`config.mk`:
```
export PLATFORM = sky130hd
export DESIGN_NAME = led_flasher
export DESIGN_NICKNAME = d
export VERILOG_FILES = /design/src/rtl/led_flasher.sv
export SDC_FILE = /design/constraint.sdc
export NUM_CORES = 1
export LEC_CHECK = 0
export CORE_MARGIN = 2
export CORE_UTILIZATION = 50
export DETAILED_ROUTE_END_ITERATION = 10
export MAX_ROUTING_LAYER = met4
export PLACE_DENSITY = 0.8
export SLEW_MARGIN = 20
export SYNTH_ARGS = -nofsm -noshare
export SYNTH_HDL_FRONTEND = slang
export SYNTH_SLANG_ARGS = --single-unit
```
`constraint.sdc`:
```
create_clock -name clk -period 2.6 [get_ports clk]
set_input_delay 0.26 -clock clk [delete_from_list [all_inputs] [get_ports clk]]
set_output_delay 0.26 -clock clk [all_outputs]
set_load 0.1 [all_outputs]
```
`src/rtl/led_flasher.sv`:
```
// led_flasher: flashes an LED a requested number of times per trigger.
//   clk   in   system clock, rising edge
//   rst   in   synchronous active-high reset
//   trig  in   single-cycle request pulse (debounced/synchronized upstream)
//   count in   [3:0] flashes requested, sampled with trig (0 treated as 1)
//   led   out  registered LED drive
//   busy  out  registered, high while a sequence runs or one is queued
//   done  out  registered single-cycle completion pulse
module led_flasher #(
  parameter int unsigned DIV       = 500000,
  parameter int unsigned ON_TICKS  = 20,
  parameter int unsigned OFF_TICKS = 20
) (
  input  logic       clk,
  input  logic       rst,
  input  logic       trig,
  input  logic [3:0] count,
  output logic       led,
  output logic       busy,
  output logic       done
);

  localparam int unsigned DIV_W  = (DIV > 1) ? $clog2(DIV) : 1;
  localparam int unsigned T_MAX  = (ON_TICKS > OFF_TICKS) ? ON_TICKS : OFF_TICKS;
  localparam int unsigned TICK_W = (T_MAX > 1) ? $clog2(T_MAX) : 1;

  typedef enum logic [1:0] {
    S_IDLE = 2'd0,
    S_ON   = 2'd1,
    S_OFF  = 2'd2
  } state_t;

  state_t              r_state, w_state_nx;
  logic [DIV_W-1:0]    r_div, w_div_nx;
  logic [TICK_W-1:0]   r_tick, w_tick_nx;
  logic [3:0]          r_rem, w_rem_nx;
  logic                r_pend, w_pend_nx;
  logic [3:0]          r_pend_cnt, w_pend_cnt_nx;
  logic                w_led_nx, w_busy_nx, w_done_nx;
  logic                w_tick;

  assign w_tick = (r_div == DIV_W'(DIV - 1));

  // A queued request is launched from IDLE in the cycle after completion;
  // busy is held high through that cycle so the gap is invisible upstream.
  always_comb begin
    w_state_nx    = r_state;
    w_div_nx      = r_div;
    w_tick_nx     = r_tick;
    w_rem_nx      = r_rem;
    w_pend_nx     = r_pend;
    w_pend_cnt_nx = r_pend_cnt;
    w_led_nx      = 1'b0;
    w_busy_nx     = busy;
    w_done_nx     = 1'b0;

    case (r_state)
      S_IDLE: begin
        w_div_nx  = '0;
        w_tick_nx = '0;
        if (r_pend) begin
          w_state_nx = S_ON;
          w_rem_nx   = (r_pend_cnt == 4'd0) ? 4'd1 : r_pend_cnt;
          w_pend_nx  = 1'b0;
          w_led_nx   = 1'b1;
          w_busy_nx  = 1'b1;
        end else if (trig) begin
          w_state_nx = S_ON;
          w_rem_nx   = (count == 4'd0) ? 4'd1 : count;
          w_led_nx   = 1'b1;
          w_busy_nx  = 1'b1;
        end else begin
          w_busy_nx  = 1'b0;
        end
      end

      S_ON: begin
        w_led_nx  = 1'b1;
        w_busy_nx = 1'b1;
        if (w_tick) begin
          w_div_nx = '0;
          if (r_tick == TICK_W'(ON_TICKS - 1)) begin
            w_tick_nx = '0;
            w_led_nx  = 1'b0;
            if (r_rem > 4'd1) begin
              w_rem_nx   = r_rem - 4'd1;
              w_state_nx = S_OFF;
            end else begin
              w_state_nx = S_IDLE;
              w_done_nx  = 1'b1;
              // stays busy if a request is queued, including one arriving now
              w_busy_nx  = r_pend | trig;
            end
          end else begin
            w_tick_nx = r_tick + TICK_W'(1);
          end
        end else begin
          w_div_nx = r_div + DIV_W'(1);
        end
      end

      S_OFF: begin
        w_busy_nx = 1'b1;
        if (w_tick) begin
          w_div_nx = '0;
          if (r_tick == TICK_W'(OFF_TICKS - 1)) begin
            w_tick_nx  = '0;
            w_state_nx = S_ON;
            w_led_nx   = 1'b1;
          end else begin
            w_tick_nx = r_tick + TICK_W'(1);
          end
        end else begin
          w_div_nx = r_div + DIV_W'(1);
        end
      end

      default: begin
        w_state_nx = S_IDLE;
        w_div_nx   = '0;
        w_tick_nx  = '0;
        w_busy_nx  = 1'b0;
      end
    endcase

    // newest request wins the single pending slot
    if (trig && busy) begin
      w_pend_nx     = 1'b1;
      w_pend_cnt_nx = count;
    end
  end

  always_ff @(posedge clk) begin
    if (rst) begin
      r_state    <= S_IDLE;
      r_div      <= '0;
      r_tick     <= '0;
      r_rem      <= '0;
      r_pend     <= 1'b0;
      r_pend_cnt <= '0;
      led        <= 1'b0;
      busy       <= 1'b0;
      done       <= 1'b0;
    end else begin
      r_state    <= w_state_nx;
      r_div      <= w_div_nx;
      r_tick     <= w_tick_nx;
      r_rem      <= w_rem_nx;
      r_pend     <= w_pend_nx;
      r_pend_cnt <= w_pend_cnt_nx;
      led        <= w_led_nx;
      busy       <= w_busy_nx;
      done       <= w_done_nx;
    end
  end

endmodule

```
# --- Yosys cells after proc, flatten, opt, wreduce, memory -nomap -nowiden ---
# Cells that the tools add are included.
totals:
  output_inout_bits: 3
  inputBits: 7
  elab_cells: 71
  mem_bits_rw: 0
  mem_bits_ro: 0
  memories: 0
  regBits: 38
  latchBits: 0
classes:
  eq_ne: 10
  n_div: 0
  n_mux: 31
  n_addsub: 3
  n_mul: 0
  magnitude_cmp: 1
  bitwise_logic: 5
  n_reduce_logical: 12
  shifts: 0
op_table:
  columns: ["op", "count"]
  rows:
  - ["$mux 4", 7]
  - ["$add 19x1->19 const B", 1]
  - ["$eq 19x19->1 const B", 1]
  - ["$mux 2", 7]
  - ["$mux 1", 12]
  - ["$ne 2x2->1 const B", 5]
  - ["$reduce_and 5->1", 2]
  - ["$logic_not 4->1", 2]
  - ["$pmux 4 s2", 1]
  - ["$pmux 1 s3", 2]
  - ["$pmux 2 s3", 1]
  - ["$add 5x1->5 const B", 1]
  - ["$eq 5x5->1 const B", 1]
  - ["$mux 5", 1]
  - ["$gt 4x1->1 const B", 1]
  - ["$not 1->1", 4]
  - ["$reduce_bool 2->1", 2]
  - ["$reduce_or 2->1", 2]
  - ["$reduce_or 4->1", 1]
  - ["$sub 4x1->4 const B", 1]
  - ["$ne 3x3->1 const B", 1]
  - ["$reduce_or 3->1", 1]
  - ["$eq 2x1->1 const B", 1]
  - ["$eq 2x2->1 const B", 1]
  - ["other kinds (3)", 3]

# --- Logic depth before layout (Yosys ltp) ---
depth:
  depth_word: 5
  depth_mapped: 9
  depth_no_buf: 7

# --- Worst setup path before layout ---
# OpenSTA, ideal clock, no wires.
synth_timing:
  path_kind: "register to register"
  from: "reg r_div[0]"
  to: "reg r_div[18]"
  path_slack_ps: 703
  t_arrival_ps: 1782
  required_ps: 2485
  period_less_slack_ps: 1897
  setup_ps: 115
  stages_incl_launch_ff: 10
  n_path_buf: 3
  cell_sequence: "dfxtp_1 > ha_1 > and3_1 > buf_2 > nand2_1 > nor2_1 > or2_2 > buf_2 > buf_4 > nor2_1"
synth_via:
  elab_chain_cells: 2
  elab_cells_between_ends: 3
  cone_classes: "add/sub (1); eq/ne (1); reduce/logical (1)"
synth_lines:
  columns: ["item", "line_no", "text"]
  rows:
  - ["start, declared", "34", "logic [DIV_W-1:0] r_div, w_div_nx;"]
  - ["start signal, assigned", "146", "r_div <= w_div_nx;"]
  - ["branches (longest 2 deep; another with $add 19x1->19)", null, null]
# Parallel ways; which one is timed is not known.
# A chain may end at the register's enable or synchronous reset.

# --- Worst setup path in the final report ---
layout_timing:
  from: "reg r_div[0]"
  to: "reg r_state[0]"
layout_via:
  elab_chain_cells: 3
  elab_cells_between_ends: 4
  cone_classes: "eq/ne (3); reduce/logical (1)"
layout_lines:
  columns: ["item", "line_no", "text"]
  rows:
  - ["$eq 19x19->1 (*)", "42", "assign w_tick = (r_div == DIV_W'(DIV - 1));"]
  - ["$ne 2x2->1 (no line)", null, null]
  - ["$reduce_and 5->1 (no line) (*)", null, null]
  - ["end signal, assigned", "145", "r_state <= w_state_nx;"]
  - ["end, declared", "33", "state_t r_state, w_state_nx;"]
# Every way passes the cells marked *; elsewhere a longest branch is shown, timed or not.

==> results by group <==
Min path
  • Min-delay worst type: reg -> reg
  • Hold EP: r_div[0]
  • Hold depth: 1
  • Hold Startpoint: r_div[0]

Setup path
  • Worst path buffer plus inverter count: 0
  • R2r startpoint: r_div[0]
  • Critical path's top delay family: compound AO/OA/AOI/OAI gates
  • CP Capture Type: flop
  • Critical Path AT: between 2 and 2.5 ns
  • Max Fanout on Critical Path: 7
  • Req. time, crit path: roughly 2.8 ns
  • Crit start category: flop
  • R2R cell count: 6
  • CP max-delay cell: o41ai_1
  • Critical path class: reg -> reg
  • CP peak stage delay: between 0.6 and 0.7 ns
  • Worst-path cell chain: ha_1 -> and3_1 -> nand2_1 -> o41ai_1 -> mux2i_1 -> nor2_1
  • Reg2reg setup slack: approximately 0.46 ns
  • Reg2Reg Capture Point: r_state[0]

Clock network
  • CTS Sinks: 38
  • CTS tree: yes
  • Clock Path Buffers: 2
  • Clock-pin slew on the worst setup and hold paths: 0.08 ns
  • Post-CTS Resized: 0
  • Skew-Pair Late Insertion Delay: a little under 0.3 ns
  • H-Tree Level Count: 2
  • Clock root buffer: clkbuf_8
  • Post-CTS Repair Setup Buffers: 0
  • CTS Buf Count: 5
  • Hold Buf Count CTS: 0

Yosys
  • Main flop type after synthesis: dfxtp_1
  • Share of flip-flops with an asynchronous set or reset: 0%
  • Count leader, synth: dfxtp_1
  • Yosys reg bits: 38
  • Mean Syn Cell Area: about 8.4 um2
  • Leading area contributor after synthesis: dfxtp_1
  • Count of cell types in the netlist: 40
  • Mapped cell area: about 2000 um2
  • Net Count, Synth: approximately 250
  • Synth top area cells: dfxtp_1 39%, nor2_1 6.9%, ha_1 5.8%, xnor2_1 5.0%, xor2_1 4.1%
  • Ys Warns: 0
  • Top cells by count, synth: 38 x dfxtp_1, 36 x nor2_1, 16 x nand2_1, 15 x a21oi_1, 15 x nand3_1
  • Sequential share of the synthesized area: between 30 and 40%
  • Number of flops mapped to enable cells by yosys: 0
  • Post-Syn Instances: around 230
  • Share of the synthesized area in the top cell type: 39.10%

Cells and area
  • Fin nets: about 260
  • Layout cells sized above 1: 10.25%
  • FF/Latch Area: 760.7 um2
  • Antenna cell count: 0
  • Layout fillers: between 300 and 400
  • Final Core Density: between 50% and 60%
  • Area grow syn2layout: 13.31%
  • Design area: approximately 2200 um2
  • Area of the multi-input gates: 1111 um2

Die
  • Chip Height: about 66 um
  • Core footprint: about 3700 um2
  • Starting density of the core: a little over half
  • DIE AREA: approximately 4400 um2
  • Site row count: 22
  • Die span in x: ~66 um
  • I/O pins: 10

Run
  • Maxcap violations: 0

Route
  • WL/cell: 12.39 um
  • DRT antenna net count: 0
  • Vias per cell: 5.418
  • Drt first pass iters: 4
  • Vias: between 1500 and 2000
  • Post-Route WL: between 3000 and 4000 um
  • DRC Markers: 0
  • Initial DRC Count: 120

Pwr
  • VDD IR max: approximately 0.64 mV
  • Pint: about 1300 uW
  • Final Total Pwr: approximately 2000 uW
  • Combinational Power Share: 33.3%
  • LEAKAGE: approximately 0.00076 uW
  • Register share of total power: a little over a third
  • Clk pwr share: 30.4%
  • PwrDens: 906.5 nW/um2
  • P_sw: 711.8 uW
  • Sw Share: 35.62%

GRT
  • Pin count of the biggest net entering global routing: 19
  • Vias in the first global route: 1424
  • GRT Total Usage: 19.19%
  • First-pass GRT wire length: around 6300 um
  • Initial antenna violation count: 0
  • Grt ovf: 0

Status
  • Status: finished, final reports clean

Placed design
  • Final weighted congestion in routability-driven placement: ~0.8
  • Place WS: a little under 0.5 ns
  • Post-DP HPWL: 2545 um
  • PortBufs: 9
  • Dpl cell area: ~2100 um2

STA
  • Max-slew violations: 0
  • Setup TNS: 0 ns
  • Setup Skew: 0.008131 ns
  • Max Freq: around 470 MHz
  • RSZ-0062 raised after global routing: false
  • Fin crit share: about 80%
  • Hold Vio Cnt, Final: 0
  • Slew HR: 60.43%
  • Least-Margin Pin Slew: slightly below 0.6 ns
  • Final min period: around 2.1 ns
  • Setup violators final: 0
  • Worst setup margin: 0.4591 ns
[worst max-delay path by stage]
stage	from	end	slack [ns]	cells after the start
floorplan	r_div[0]	r_div[18]	0.70	9
global placement	r_div[0]	r_state[0]	0.59	6
detailed placement	r_div[0]	r_state[0]	0.49	6
CTS	r_div[0]	r_state[0]	0.46	6
global route	r_div[0]	r_state[1]	0.22	6
finish	r_div[0]	r_state[0]	0.46	6
[cell families after synthesis]
| group | Yosys count | share of synthesized area, % |
|---|---|---|
| xor gates and xnor gates | 20 | 9.003 |
| buffers and inverters | 18 | 3.794 |
| adders and majority gates | 9 | 5.788 |
| DFF | 38 | 39.10 |
| muxes | 5 | 2.637 |
| AOI/OAI and AO/OA | 32 | 10.35 |
| and+or+nand+nor | 111 | 29.32 |
[final cells by class]
cell class / count / share of cell area, %
clock inverter: 3 / 3.121
timing repair buffer: 11 / 4.427
tap: 48 / 2.724
inverter: 10 / 1.703
multi-input combinational: 177 / 50.40
sequential: 38 / 34.51
clock buffer: 5 / 3.121
[state kept, by name, summed over array words and instances (netlist names)]
signal      cells
r_pend          1
led             1
r_div          19
busy            1
r_state         2
r_pend_cnt      4
r_rem           4
done            1
r_tick          5
[routing by layer]
metal  GRT usage [%]  up-vias  routed length [um]
met4           5.357        0                  18
met3           5.111        2                  89
met5               -        -                   0
met1           24.37      742                1827
li1                -      822                   -
met2           30.13       16                1683
[cell usage in the layout (no fill, tap or decap), types with 2 or more instances in the layout]
master           count
buf_4                5
a21oi_1             15
clkdlybuf4s50_1      6
nand4_1              6
nand2b_1             3
xnor2_1             11
xor2_1               9
or2_2                5
o21ai_0              7
ha_1                 9
and3_1               3
nor3b_1              2
dfxtp_1             38
nor2_1              36
inv_1                9
clkbuf_8             5
mux2i_1              4
or3_1                4
and4_1               2
a211oi_1             3
nand3_1             15
nand2_1             16
nor3_1              11
bufinv_16            2
[through the flow]
stage / hold WS, ns / instances
after global placement: 0.4410 / 284
final: 0.4645 / 292
after floorplan: 0.3328 / 233
after CTS: 0.4659 / 292
after detailed placement: 0.4501 / 284
after global routing: 0.5005 / 292
[power groups by stage]
stage / Sequential, uW / Clock [uW] / Combinational [uW]
floorplan: 799 / 0 / 464
global placement: 734 / 0 / 643
detailed placement: 737 / 0 / 661
CTS: 724 / 618 / 662
global route: 739 / 643 / 736
finish: 725 / 607 / 666
No activity file was read; power rests on OpenSTA's default activity.
